File: config.mk
export PLATFORM = sky130hd
export DESIGN_NAME = cpu7_mem_arb
export DESIGN_NICKNAME = d
export VERILOG_FILES = /design/src/rtl/cpu7_mem_arb_pkg.sv /design/src/rtl/cpu7_mem_arb_pick.sv /design/src/rtl/cpu7_mem_arb.sv
export SDC_FILE = /design/constraint.sdc
export NUM_CORES = 1
export LEC_CHECK = 0
export ABC_AREA = 1
export CORE_AREA = 3 3 108 110
export DETAILED_ROUTE_END_ITERATION = 10
export DIE_AREA = 0 0 111 113
export SLEW_MARGIN = 20
export SYNTH_ARGS = -nofsm -noshare
export SYNTH_HDL_FRONTEND = slang
export SYNTH_SLANG_ARGS = --single-unit
File: constraint.sdc
create_clock -name clk -period 1.9 [get_ports clk]
set_clock_uncertainty 0.15 [all_clocks]
set_input_delay 0.38 -clock clk [delete_from_list [all_inputs] [get_ports clk]]
set_output_delay 0.38 -clock clk [all_outputs]
set_load 0.005 [all_outputs]
File: src/rtl/cpu7_mem_arb_pkg.sv
// Shared encodings for the cpu7 two-port memory arbiter: FSM states and grant owners.
package cpu7_mem_arb_pkg;

    typedef enum logic [1:0] {
        ARB_IDLE = 2'd0,
        ARB_ADDR = 2'd1,
        ARB_DATA = 2'd2
    } arb_state_t;

    typedef enum logic [1:0] {
        GNT_NONE = 2'd0,
        GNT_INST = 2'd1,
        GNT_DATA = 2'd2
    } arb_gnt_t;

endpackage

File: src/rtl/cpu7_mem_arb_pick.sv
// 2-way combinational picker for the memory arbiter: eligible requests -> grant owner.
// CPU7_MEM_ARB_RR_EN selects round-robin against last_grant; otherwise DATA beats INST.
module cpu7_arb_pick
    import cpu7_mem_arb_pkg::*;
(
    input  logic [1:0] eligible,    // [1]=data port, [0]=inst port
`ifdef CPU7_MEM_ARB_RR_EN
    input  logic [1:0] last_grant,
`endif
    output logic [1:0] grant
);

    always_comb begin
        grant = GNT_NONE;
        case (eligible)
            2'b01: grant = GNT_INST;
            2'b10: grant = GNT_DATA;
            2'b11: begin
`ifdef CPU7_MEM_ARB_RR_EN
                // Contested: hand the port to whoever did not win last time.
                grant = (last_grant == GNT_DATA) ? GNT_INST : GNT_DATA;
`else
                grant = GNT_DATA;
`endif
            end
            default: grant = GNT_NONE;
        endcase
    end

endmodule

File: src/rtl/cpu7_mem_arb.sv
// Shares one SRAM-like memory port between the fetch (inst_*) and load/store (data_*) ports,
// one transaction at a time. Define CPU7_MEM_ARB_RR_EN for round-robin arbitration.
module cpu7_mem_arb
    import cpu7_mem_arb_pkg::*;
#(
    parameter int ADDR_W = 32,
    parameter int DATA_W = 32
) (
    input  logic                clk,
    input  logic                resetn,
    input  logic                inst_req,
    input  logic [ADDR_W-1:0]   inst_addr,
    input  logic                inst_cancel,
    output logic                inst_addr_ok,
    output logic [DATA_W-1:0]   inst_rdata,
    output logic                inst_valid,
    input  logic                data_req,
    input  logic                data_wr,
    input  logic [DATA_W/8-1:0] data_wstrb,
    input  logic [ADDR_W-1:0]   data_addr,
    input  logic [DATA_W-1:0]   data_wdata,
    input  logic                data_cancel,
    output logic                data_addr_ok,
    output logic [DATA_W-1:0]   data_rdata,
    output logic                data_data_ok,
    output logic                mem_req,
    output logic                mem_wr,
    output logic [DATA_W/8-1:0] mem_wstrb,
    output logic [ADDR_W-1:0]   mem_addr,
    output logic [DATA_W-1:0]   mem_wdata,
    input  logic                mem_addr_ok,
    input  logic                mem_data_ok,
    input  logic [DATA_W-1:0]   mem_rdata
);

    arb_state_t state_reg, state_next;
    arb_gnt_t   grant_reg, grant_next;
    logic       drop_reg, drop_next;
    logic       store_reg, store_next;
`ifdef CPU7_MEM_ARB_RR_EN
    arb_gnt_t   last_grant_reg, last_grant_next;
`endif

    logic [1:0] eligible;
    logic [1:0] pick_grant;
    logic       is_inst;
    logic       is_data;
    logic       cancel_now;
    logic       deliver;

    assign eligible = {data_req & ~data_cancel, inst_req & ~inst_cancel};
    assign is_inst  = (grant_reg == GNT_INST);
    assign is_data  = (grant_reg == GNT_DATA);

    // Stores always complete and report, so data_cancel only matters for loads.
    assign cancel_now = (is_inst & inst_cancel) | (is_data & data_cancel & ~store_reg);
    assign deliver    = ~(drop_reg | cancel_now);

    cpu7_arb_pick u_pick (
        .eligible   (eligible),
`ifdef CPU7_MEM_ARB_RR_EN
        .last_grant (last_grant_reg),
`endif
        .grant      (pick_grant)
    );

    always_ff @(posedge clk or negedge resetn) begin
        if (!resetn) begin
            state_reg      <= ARB_IDLE;
            grant_reg      <= GNT_NONE;
            drop_reg       <= 1'b0;
            store_reg      <= 1'b0;
`ifdef CPU7_MEM_ARB_RR_EN
            last_grant_reg <= GNT_INST;
`endif
        end else begin
            state_reg      <= state_next;
            grant_reg      <= grant_next;
            drop_reg       <= drop_next;
            store_reg      <= store_next;
`ifdef CPU7_MEM_ARB_RR_EN
            last_grant_reg <= last_grant_next;
`endif
        end
    end

    always_comb begin
        state_next      = state_reg;
        grant_next      = grant_reg;
        drop_next       = drop_reg;
        store_next      = store_reg;
`ifdef CPU7_MEM_ARB_RR_EN
        last_grant_next = last_grant_reg;
`endif
        mem_req      = 1'b0;
        mem_wr       = 1'b0;
        mem_wstrb    = '0;
        mem_addr     = '0;
        mem_wdata    = '0;
        inst_addr_ok = 1'b0;
        inst_valid   = 1'b0;
        inst_rdata   = '0;
        data_addr_ok = 1'b0;
        data_data_ok = 1'b0;
        data_rdata   = '0;

        case (state_reg)
            ARB_IDLE: begin
                if (|eligible) begin
                    grant_next = arb_gnt_t'(pick_grant);
                    store_next = (pick_grant == GNT_DATA) & data_wr;
                    drop_next  = 1'b0;
                    state_next = ARB_ADDR;
`ifdef CPU7_MEM_ARB_RR_EN
                    last_grant_next = arb_gnt_t'(pick_grant);
`endif
                end
            end

            ARB_ADDR: begin
                mem_req = 1'b1;
                if (is_inst) begin
                    mem_addr = inst_addr;
                end else begin
                    mem_addr  = data_addr;
                    mem_wr    = data_wr;
                    mem_wstrb = data_wstrb;
                    mem_wdata = data_wdata;
                end
                if (cancel_now) begin
                    drop_next = 1'b1;
                end
                if (mem_addr_ok) begin
                    inst_addr_ok = is_inst;
                    data_addr_ok = is_data;
                    state_next   = ARB_DATA;
                end
            end

            ARB_DATA: begin
                if (cancel_now) begin
                    drop_next = 1'b1;
                end
                if (mem_data_ok) begin
                    // A cancel arriving with the response itself still suppresses it.
                    if (deliver) begin
                        inst_valid   = is_inst;
                        inst_rdata   = is_inst ? mem_rdata : '0;
                        data_data_ok = is_data;
                        data_rdata   = is_data ? mem_rdata : '0;
                    end
                    state_next = ARB_IDLE;
                    grant_next = GNT_NONE;
                    drop_next  = 1'b0;
                end
            end

            default: begin
                state_next = ARB_IDLE;
                grant_next = GNT_NONE;
                drop_next  = 1'b0;
            end
        endcase
    end

endmodule

==> metrics.md <==
| Metric | Value |
|---|---|
| Wire length of the first global-routing pass | `17200 um` |
| Setup crit end kind | `output pin` |
| Crit path DAT | `1.62 ns` |
| Comb power frac | `92.2%` |
| Switching pwr | `2.50 mW` |
| Slack of the critical path | `-0.247 ns` |
| Pwr Density | `978 nW/um2` |
| GRT Util Overall | `16.9%` |
| Post-Synth Adder-Cell Area | `2.29%` |
| Startpoint types | `register` |
| Wire per inst | `15.5 um` |
| Largest net degree at the start of global routing | `26` |
| Commonest non-fill, non-tap cells in the layout | `137 x clkdlybuf4s50_1, 127 x buf_2, 78 x inv_1` |
| CTS root buf | `clkbuf_8` |
| Final Hold Vio Count | `0` |
| Internal power | `3.14 mW` |
| Syn Inst Count | `357` |
| Mean post-synth cell area | `4.59 um2` |
| Switching share of total power | `44.3%` |
| Number of global-route vias before repair | `3313` |
| Worst path required time | `1.37 ns` |
| Tcrit/Tclk final | `113%` |
| HPWL after DPL | `8900 um` |
| DR pass1 iterations | `4` |
| Kind of critical path | `reg2out` |
| I/O Pins | `279` |
| H-tree depth | `1` |
| Placed standard-cell area | `4780 um2` |
| Die area | `12500 um2` |
| Sequential share of power | `4.3%` |
| Post-synthesis simple-gate area fraction | `52.1%` |
| DR iter-0 viols | `121` |
| RSZ-0062 raised after global routing | `yes` |
| Ys Warns | `0` |
| Drt total wl | `12900 um` |
| CTS max path bufs | `2` |
| Area Overhead vs Synth | `252%` |
| TritonCTS clock tree | `done` |
| Fmax | `466 MHz` |
| Leakage power | `2.95 nW` |
| Vias per cell | `4.24` |
| Fin nets | `835` |
| Pre-CTS WS | `-0.685 ns` |
| Failing checks | `setup timing` |
| TritonCTS Sinks | `6` |
| DIE HEIGHT | `113 um` |
| Later-pin clock latency in the skew report | `0.23 ns` |
| Maximum Capacitance Violations | `0` |
| Core area | `10800 um2` |
| Share of cells above drive strength 1 | `53.3%` |
| Vias | `3514` |
| Worst hold path class | `in2async` |
| Synth Area in Compound Gates | `10.8%` |
| Synth Area in XOR/XNOR | `0%` |
| Fill cell count | `1072` |
| N_diodes | `0` |
| Post-Syn Nets | `501` |
| CP max FO | `8` |
| Max-slew headroom | `80.5%` |
| Clock power frac | `3.5%` |
| Main combinational cell family by area after synthesis | `simple AND/OR/NAND/NOR gates` |
| DRC | `0` |
| Clock transition at path regs | `0.04 ns` |
| Die width | `111 um` |
| Initial core utilization | `15.2%` |
| DRT antenna net count | `0` |
| Mapped cell area | `1640 um2` |
| Setup Viol. Count Final | `138` |
| Gpl congestion | `0.906` |
| Synth unique cells | `18` |
| Most common cell after layout, fill and taps aside | `clkdlybuf4s50_1` |
| Worst slew pin tran | `0.291 ns` |
| Status | `complete, but fails checks` |
| Initial antenna violation count | `0` |
| Total CTS buffers | `3` |
| Mux cell area share after synthesis | `0%` |
| Pins Over Slew Limit | `0` |
| Port bufs | `278` |
| Peak VDD IR | `0.000494 V` |
| Final min period | `2.15 ns` |
| Finished Cell Area | `5770 um2` |
| Seq/Total Area, Yosys | `9.15%` |
| Global route total overflow | `0` |
| FF+latch count, synth | `6` |
| Num rows | `38` |
worst paths after layout:
check / from / endpoint / slack [ns] / cells past startpoint
worst max-delay path: grant_reg[1]$_DFFE_PN0P_ / data_rdata[21] / -0.25 / 8
worst min-delay path: resetn / state_reg[1]$_DFFE_PN0P_ / 0.25 / 1
worst max register to register: state_reg[0]$_DFFE_PN0P_ / grant_reg[1]$_DFFE_PN0P_ / 0.13 / 11
worst min register to register: drop_reg$_DFFE_PN0P_ / drop_reg$_DFFE_PN0P_ / 0.35 / 2
max in group asynchronous: resetn / grant_reg[0]$_DFFE_PN0P_ / 1.10 / 1
min in group clk: drop_reg$_DFFE_PN0P_ / drop_reg$_DFFE_PN0P_ / 0.35 / 2
synth_stat cells, drive strengths merged:
master / instances / area (um2)
or2: 1 / 6.26
nor3: 33 / 175
o21ai: 34 / 170
ha: 3 / 37.5
nor2: 140 / 526
nand2: 24 / 92.6
nand3: 6 / 30.0
buf: 13 / 72.6
o22ai: 1 / 6.26
nand4: 3 / 25.0
inv: 84 / 315
dfrtp: 6 / 150
clkbuf: 9 / 33.8
power groups by stage:
stage / registers, mW / clock network, mW / logic (mW)
after detailed placement: 0.223 / 0 / 3.25
after floorplan: 0.212 / 0 / 1.25
after global placement: 0.220 / 0 / 3.24
after global routing: 0.251 / 0.206 / 5.59
final: 0.242 / 0.195 / 5.20
after CTS: 0.237 / 0.202 / 3.90
worst max-delay path, stage by stage (launching register included):
cell,delay (ns)
dfrtp_1,0.38
inv_4,0.07
buf_4,0.14
nor2_4,0.13
nand4_4,0.12
buf_12,0.16
clkbuf_16,0.17
nor3_4,0.10
buf_2,0.14
repair_timing:
action / 4_1_cts / 5_1_grt
setup endpoints to repair: 138 / 138
pin swaps: 8 / 30
buffers inserted: 16 / 15
gates resized for setup: 589 / 256
cloned: 4 / 11
hold buffers: 0 / 0
area by class of cell:
class                   count  area (um2)  share of cell area [%]
clock buffers               3        41.3                   0.716
well taps                 140         175                    3.04
multi-input cells         245        1850                    32.0
repair buffers            351        3230                    56.0
flip-flops and latches      6         153                    2.65
inverters                  84         325                    5.64
routing by layer:
layer	part of all wire, %	routed length, um	vias to the layer above	track usage [%]
met5	0	0	-	0
met4	2.6	328	0	5.01
met3	7.5	968	25	4.76
met2	54	6880	187	33.1
met1	36	4680	1574	17.3
li1	-	-	1728	-
per-stage QoR:
step	power, mW	instances	hold WS, ns	setup TNS (ns)	utilization (%)
2_1_floorplan	1.46	357	-0.0656	0	-
3_3_place_gp	3.46	781	0.315	-58.58	44.3
3_5_place_dp	3.48	781	0.348	-60.57	44.3
4_1_cts	4.34	804	0.256	-22.66	46.8
5_1_grt	6.05	829	0.283	-33.96	53.4
6_report	5.64	829	0.251	-23.77	53.4
cell families after synthesis:
family,count (synthesis)
AO/OA/AOI/OAI,35
AND/OR/NAND/NOR,207
adder cells (fa/ha/maj),3
buffers and inverters,106
flip-flops,6
(Power assumes the default switching activity.)
